===== src/rtl/layer_serializer.sv =====
// layer_serializer: captures a parallel layer output vector on o_valid[0]
// and emits it one word per cycle to the next layer.
module layer_serializer #(
  parameter int NN        = 10,
  parameter int dataWidth = 16
) (
  input  logic                    CLK,
  input  logic                    RESET,
  input  logic [NN-1:0]           o_valid,
  input  logic [NN*dataWidth-1:0] x_in,
  output logic                    x_valid,
  output logic [dataWidth-1:0]    x_out,
  output logic                    busy,
  output logic                    last,
  output logic                    overrun
);
  localparam int IW = NN > 1 ? $clog2(NN) : 1;
  localparam logic [IW-1:0] LAST_IDX = IW'(NN - 1);
  typedef enum logic {IDLE, SHIFT} state_t;
  state_t               r_state;
  logic [IW-1:0]        r_idx;
  logic [dataWidth-1:0] r_buf [NN];
  logic                 w_strobe;
  logic                 w_load;
  logic [IW-1:0]        w_nxt;
  // Only bit 0 matters; the whole vector is masked so every bit is consumed.
  assign w_strobe = |(o_valid & NN'(1));
  assign w_nxt    = r_idx + 1'b1;
  // A strobe is taken when idle or exactly on the final word (back-to-back).
  assign w_load   = w_strobe && (r_state == IDLE || r_idx == LAST_IDX);
  always_ff @(posedge CLK or posedge RESET) begin
    if (RESET) begin
      r_state <= IDLE;
      r_idx   <= '0;
      for (int i = 0; i < NN; i++) r_buf[i] <= '0;
      x_valid <= 1'b0;
      x_out   <= '0;
      busy    <= 1'b0;
      last    <= 1'b0;
      overrun <= 1'b0;
    end else if (w_load) begin
      r_state <= SHIFT;
      r_idx   <= '0;
      for (int i = 0; i < NN; i++) r_buf[i] <= x_in[i*dataWidth +: dataWidth];
      x_valid <= 1'b1;
      x_out   <= x_in[dataWidth-1:0];
      busy    <= 1'b1;
      last    <= (LAST_IDX == '0);
    end else if (r_state == SHIFT && r_idx != LAST_IDX) begin
      r_idx   <= w_nxt;
      x_out   <= r_buf[w_nxt];
      last    <= (w_nxt == LAST_IDX);
      overrun <= overrun | w_strobe;
    end else begin
      r_state <= IDLE;
      r_idx   <= '0;
      x_valid <= 1'b0;
      x_out   <= '0;
      busy    <= 1'b0;
      last    <= 1'b0;
    end
  end
endmodule


===== config.mk =====
export PLATFORM = sky130hd
export DESIGN_NAME = layer_serializer
export DESIGN_NICKNAME = d
export VERILOG_FILES = /design/src/rtl/layer_serializer.sv
export SDC_FILE = /design/constraint.sdc
export NUM_CORES = 1
export LEC_CHECK = 0
export CORE_MARGIN = 4
export CORE_UTILIZATION = 52
export CTS_CLUSTER_DIAMETER = 100
export DETAILED_ROUTE_END_ITERATION = 12
export PLACE_DENSITY = 0.81
export RECOVER_POWER = 100
export SYNTH_ARGS = -nofsm -noshare
export SYNTH_HDL_FRONTEND = slang
export SYNTH_SLANG_ARGS = --single-unit

===== constraint.sdc =====
create_clock -name CLK -period 12.9 [get_ports CLK]
set_clock_uncertainty 0.1 [all_clocks]
set_input_delay 2.58 -clock CLK [delete_from_list [all_inputs] [get_ports CLK]]
set_output_delay 2.58 -clock CLK [all_outputs]
set_load 0.02 [all_outputs]

==> qor.csv, run 1 <==
metric,value,unit
ctsHoldBuffers,0,
p_per_area,254,nW/um^2
pre_cts_slack,7.34,ns
multi_input_area,3400,sq um
cp.required,13.10,ns
fillers,1279,
synth_area_leaders,"dfrtp_1, mux2_4, mux2i_1, mux2_2, mux4_2",
async_flop_share,100,%
min_path_cells,1,
die_y,138,um
synthFlopType,dfrtp_1,
r2r_setup_slack,5.02,ns
core,16600,sq um
finalSetupViolCount,0,
final_area,10700,sq um
p_sw_share,33.2,%
seq_power_share,37.1,%
dieArea,19000,sq um
worstPathArrival,8.41,ns
start_util,52.9,%
syn_avg_cell_area,16.4,sq um
placed_cell_area,10600,sq um
postCtsSetupBuffers,0,
gp_congestion,0.829,
io_buffer_count,182,
maxSlewHeadroom,-197,%
synth-edff-count,0,
endpoint_kind,flop,
peakVddDrop,134,uV
drt_iter0_markers,236,
cts_tree,built,
cp_cell_sequence,dlygate4sd3_1 > and2_0 > clkbuf_1 > clkbuf_1 > mux2_2,
dp_hpwl,13600,um
syn-cell-area,8770,sq um
io_pins,192,
grt_pass1_wl,30200,um
cap_violations,6,
cts_max_path_buffers,2,
slew_viol_final,334,
cts.sinks,183,
hold_viol,0,
wl_per_cell,20.3,um
synth-seq-cells,183,
worst-path-buf-inv,3,
rsz0062_at_grt,false,
min_to,r_buf[7],
p_comb_share,44.3,%
grt_max_degree,103,
synth_most_common_cell,dfrtp_1,
holdCritPathClass,reg -> reg,
syn_nets,710,
synth_commonest_cells,"dfrtp_1, mux2_4, mux2i_1",
area_growth,22.3,%
yosys_warnings,0,
p_sw,905,uW
violations,"max-capacitance violations, max-slew violations",
antenna_left,0,
pwr-share-clk,18.6,%
clock_latency,0.42,ns
synth_top_area_share,52.2,%
tns,0,ns
start_kind,primary input,
cp_slowest_cell,clkbuf_1,
seq_area,4580,sq um
cts_buffers,17,
cts_max_level,4,
rr_worst_depth,5,
worst_path_most_repeated_cell,clkbuf_1,
grt_overflow,0,
leakage,0.00472,uW
regToRegEndpoint,x_out[14],
drive_above_1_share,14.4,%
reg2reg_from,r_idx[0],
first_pass_iters,5,
synth_area_leader_cell,dfrtp_1,
antenna_found_initial,0,
vias,5043,
postLayoutSetupSlackWorst,4.69,ns
die_w,138,um
min-delay-start,r_buf[7],
period_minus_slack,8.21,ns
totalWireLength,19100,um
path_clk_slew,0.06,ns
clock.fmax,122,MHz
grt_pass1_vias,5580,
finalCritPeriodShare,63.6,%
yosysSeqAreaShare,52.2,%
viasPerCell,5.35,
num_rows,47,
synthCells,535,
finalNetCount,883,
drc,0,
grt.total_usage,20.9,%
cts_resized,0,
slowest_delay,2.64,ns
ys_types,33,
worst_slew_pin_slew,4.42,ns
cpLargestDelayFamily,buffers and inverters,
clockRootBuffer,clkbuf_16,
status,finished with violations,
p_int,1820,uW
cp_max_fo,70,
path_class,in -> reg,
-- sequential cells by signal, indices dropped and copies added (netlist names) --
signal / count
r_idx: 4
r_state: 1
overrun: 1
x_out: 16
last: 1
r_buf: 160
-- cell families (layout without fill, tap and decap cells) --
kind of cell	after synthesis	in the layout	synth area share, %
other cells	0	1	0
fa+ha+maj	3	3	0.428
flops	183	183	52.2
buf+inv	42	228	3.89
compound gates	21	21	2.32
simple gates	29	29	1.67
xor+xnor	1	1	0.185
mux	256	256	39.3
-- area by class of cell --
type / count / share of cell area, %
antenna: 1 / 0.0233
clock buffer: 23 / 4.55
clock inverter: 9 / 0.863
inverter: 7 / 0.257
multi-input combinational: 310 / 31.7
sequential: 183 / 42.7
tap: 220 / 2.57
timing repair buffer: 189 / 17.3
-- layer usage --
metal	track usage (%)	wire [um]	vias up
met3	4.03	826	28
met5	0	0	-
met4	7.41	476	0
li1	-	-	2311
met2	31.9	8940	141
met1	30.1	8880	2563
-- power by group through the flow --
stage | Sequential, uW | Combinational (uW) | Clock, uW
2_1_floorplan | 998 | 1050 | 0
3_3_place_gp | 1010 | 1320 | 0
3_5_place_dp | 1030 | 1360 | 0
4_1_cts | 1020 | 1370 | 518
5_1_grt | 1040 | 1310 | 545
6_report | 1010 | 1210 | 507
-- worst max-delay path by stage --
| stage | cells past startpoint | end | from |
|---|---|---|---|
| global placement | 5 | r_buf[45] | o_valid[0] |
| CTS | 5 | r_buf[45] | o_valid[0] |
| floorplan | 1 | last | RESET |
| detailed placement | 5 | r_buf[45] | o_valid[0] |
| global route | 5 | r_buf[37] | o_valid[0] |
| finish | 5 | r_buf[45] | o_valid[0] |
-- stage by stage --
step	util, %	power, uW	instances	hold slack, ns
floorplan	-	2050	535	0.357
global placement	64.2	2340	909	0.371
detailed placement	64.2	2400	909	0.385
CTS	67.7	2920	941	0.399
global route	64.7	2890	941	0.399
finish	64.7	2730	942	0.387
-- cells in the final DEF, fill, tap and decap left out, drive strengths merged --
cell and instances:
clkinv 7, and4 1, ha 3, clkdlybuf4s50 160, nor2b 1, nor3b 1, mux2i 64, dfrtp 183
mux2 176, and2 3, nor4bb 1, clkbuf 27, xor2 1, inv 7, o21bai 1, nand2b 1
nand4b 1, a31oi 1, nor2 18, buf 3, diode 1, a221o 16, bufinv 1, mux4 16
o21ai 2, o221ai 1, clkinvlp 1, dlygate4sd3 22, nand2 2
-- worst reg2reg max path: stages (launching register included) --
cell and delay, ns:
dfrtp_1 0.97, inv_1 0.74, ha_1 1.42, clkbuf_1 2.41, nor4bb_1 1.42, a221o_1 0.71
(Power assumes the default switching activity.)
==> inputs of run 2 (changes only) <==
--- a/config.mk
+++ b/config.mk
@@ -6,10 +6,10 @@
 export NUM_CORES = 1
 export LEC_CHECK = 0
 export CORE_MARGIN = 4
-export CORE_UTILIZATION = 52
+export CORE_UTILIZATION = 46
 export CTS_CLUSTER_DIAMETER = 100
 export DETAILED_ROUTE_END_ITERATION = 12
-export PLACE_DENSITY = 0.81
+export PLACE_DENSITY = 0.76
 export RECOVER_POWER = 100
 export SYNTH_ARGS = -nofsm -noshare
 export SYNTH_HDL_FRONTEND = slang
==> constraint.sdc (replaced) <==
create_clock -name CLK -period 7.4 [get_ports CLK]
set_clock_uncertainty 0.1 [all_clocks]
set_input_delay 1.48 -clock CLK [delete_from_list [all_inputs] [get_ports CLK]]
set_output_delay 1.48 -clock CLK [all_outputs]
set_load 0.02 [all_outputs]
==> run 2 against run 1 <==
  * The flow still finishes with violations (max-capacitance violations, max-slew violations)
  * Routed wire length grew 1.2%
  * Non-clock buffer count fell by 1
  * Setup slack got worse by 2.8 ns
  * Sequential share of layout area stayed put
  * Die area grew 12%
  * Final cell count increased by 1.3%
  * Global-route usage fell by 2.2 points
  * Clock power rose by 71%
==> qor.csv, run 2 (same netlist as run 1, synthesis figures left out) <==
metric,value,unit,change
status,finished with violations,,
violations,"max-capacitance violations, max-slew violations",,
area_growth,22.3,%,unchanged
totalWireLength,19300,um,+1.2%
die_w,146,um,+6.0%
cts_max_level,4,,unchanged
tns,0,ns,unchanged
dieArea,21300,sq um,+12%
top_layer,met4,,
cap_violations,3,,-3
num_rows,50,,+6.4%
grt_overflow,0,,unchanged
drt_iter0_markers,237,,+0.42%
grt_pass1_wl,31200,um,+3.5%
cp.required,7.66,ns,-5.44 ns
top_register,r_buf,,
clock.fmax,183,MHz,
p_per_area,435,nW/um^2,+71%
first_pass_iters,4,,-1
clockRootBuffer,clkbuf_16,,
maxSlewHeadroom,-102,%,+95 points
cts_tree,built,,
cts_buffers,17,,unchanged
period_minus_slack,5.46,ns,
dp_hpwl,13900,um,+2.6%
power.total,4670,uW,+71%
route.met2.wl,9320,um,+4.3%
postCtsSetupBuffers,0,,unchanged
slew_viol_final,142,,-57%
cp_cell_sequence,inv_2 > ha_4 > buf_4 > nor4bb_1 > a221o_1,,
cts.sinks,183,,unchanged
endpoint_kind,flop,,
path_clk_slew,0.07,ns,about the same
cp_max_fo,43,,-39%
cp_slowest_cell,nor4bb_1,,
die_y,146,um,+6.0%
wl_per_cell,20.3,um,about the same
antenna_left,0,,unchanged
diodes,0,,-1
layout_common_cells,"dfrtp_1, clkdlybuf4s50_1, mux2_1",,
cts_max_path_buffers,2,,unchanged
wl_met1,8980,um,+1.1%
peakVddDrop,229,uV,+70%
finalCritPeriodShare,73.8,%,
drc,0,,unchanged
start_util,46.9,%,-6.0 points
ctsHoldBuffers,0,,unchanged
antenna_found_initial,0,,unchanged
rsz0062_at_grt,false,,
worstPathArrival,5.72,ns,-2.69 ns
worst_slew_pin_slew,2.99,ns,-1.43 ns
core,18700,sq um,+13%
start_kind,flop,,
layoutNonFillerInstCount,954,,+1.3%
gp_congestion,0.833,,+0.46%
grt_pass1_vias,5614,,+0.61%
clock_latency,0.42,ns,about the same
cts_resized,0,,unchanged
grt_max_degree,110,,+6.8%
cpLargestDelayFamily,simple AND/OR/NAND/NOR gates,,
largest_register_ffs,160,,unchanged
viasPerCell,5.26,,-1.7%
grt.total_usage,18.7,%,-2.2 points
path_class,reg -> reg,,
hold_viol,0,,unchanged
io_buffer_count,182,,unchanged
drive_above_1_share,14.9,%,+0.44 points
finalNetCount,882,,-0.11%
slowest_delay,2.41,ns,-0.23 ns
finalSetupViolCount,0,,unchanged
worst-path-buf-inv,2,,-1
fin_util,57.4,%,-7.3 points
vias,5022,,-0.42%
final_common_cell,dfrtp_1,,
wl_met3,851,um,+3.0%
largestRegisters,"r_buf x160, x_out x16, r_idx x4",,
holdCritPathClass,reg -> reg,,
leakage,0.00472,uW,about the same
dp.cells,922,,+1.4%
io_pins,192,,unchanged
run 2: cell types whose count changed in the layout (fill, tap and decap cells not counted), moves of 2 or more:
cell and delta:
inv_6 +2, clkbuf_8 -2, clkinv_4 -4, clkbuf_1 -2, clkinv_2 +3
run 2: worst reg2reg max path, delay by kind of cell (launching register included):
family                     cells  cell delay [ns]
buffers and inverters          2             0.95
AOI/OAI and AO/OA              1             0.41
and+or+nand+nor                1             2.42
DFF                            1             0.98
adders and majority gates      1             0.52
run 2: worst paths after layout:
path	from	to	slack [ns]	depth (start not counted)
setup / recovery	r_idx[0]	x_out[6]	1.94	5
hold / removal	r_buf[18]	r_buf[18]	0.38	1
setup reg to reg	r_idx[0]	x_out[6]	1.94	5
hold reg to reg	r_buf[18]	r_buf[18]	0.38	1
max in group asynchronous	RESET	r_buf[54]	4.15	3
min in group asynchronous	RESET	r_buf[64]	1.59	2
run 2: per-layer routing:
layer,vias to the layer above,global-route usage [%]
li1,2310,-
met1,2573,26.2
met2,126,29.4
met3,13,4.07
met4,0,5.60
met5,-,0
run 2: layout make-up:
cell class,instances,area [sq um]
fillers,1549,7980
flip-flops and latches,183,4580
multi-input cells,310,3410
repair buffers,188,1860
clock buffers,21,460
well taps,234,293
clock inverters,11,97.6
inverters,7,33.8
run 2: per-stage QoR:
step,setup WS [ns],hold slack (ns),instance area (sq um)
final,1.94,0.384,10700
after global routing,1.51,0.394,10700
after CTS,3.12,0.398,11200
after detailed placement,3.14,0.362,10700
after global placement,3.19,0.370,10700
after floorplan,0.848,0.357,8770
run 2: where the power goes:
group / internal, uW / switching, uW
combinational: 1120 / 916
sequential: 1490 / 270
clock: 483 / 386
total: 3100 / 1570
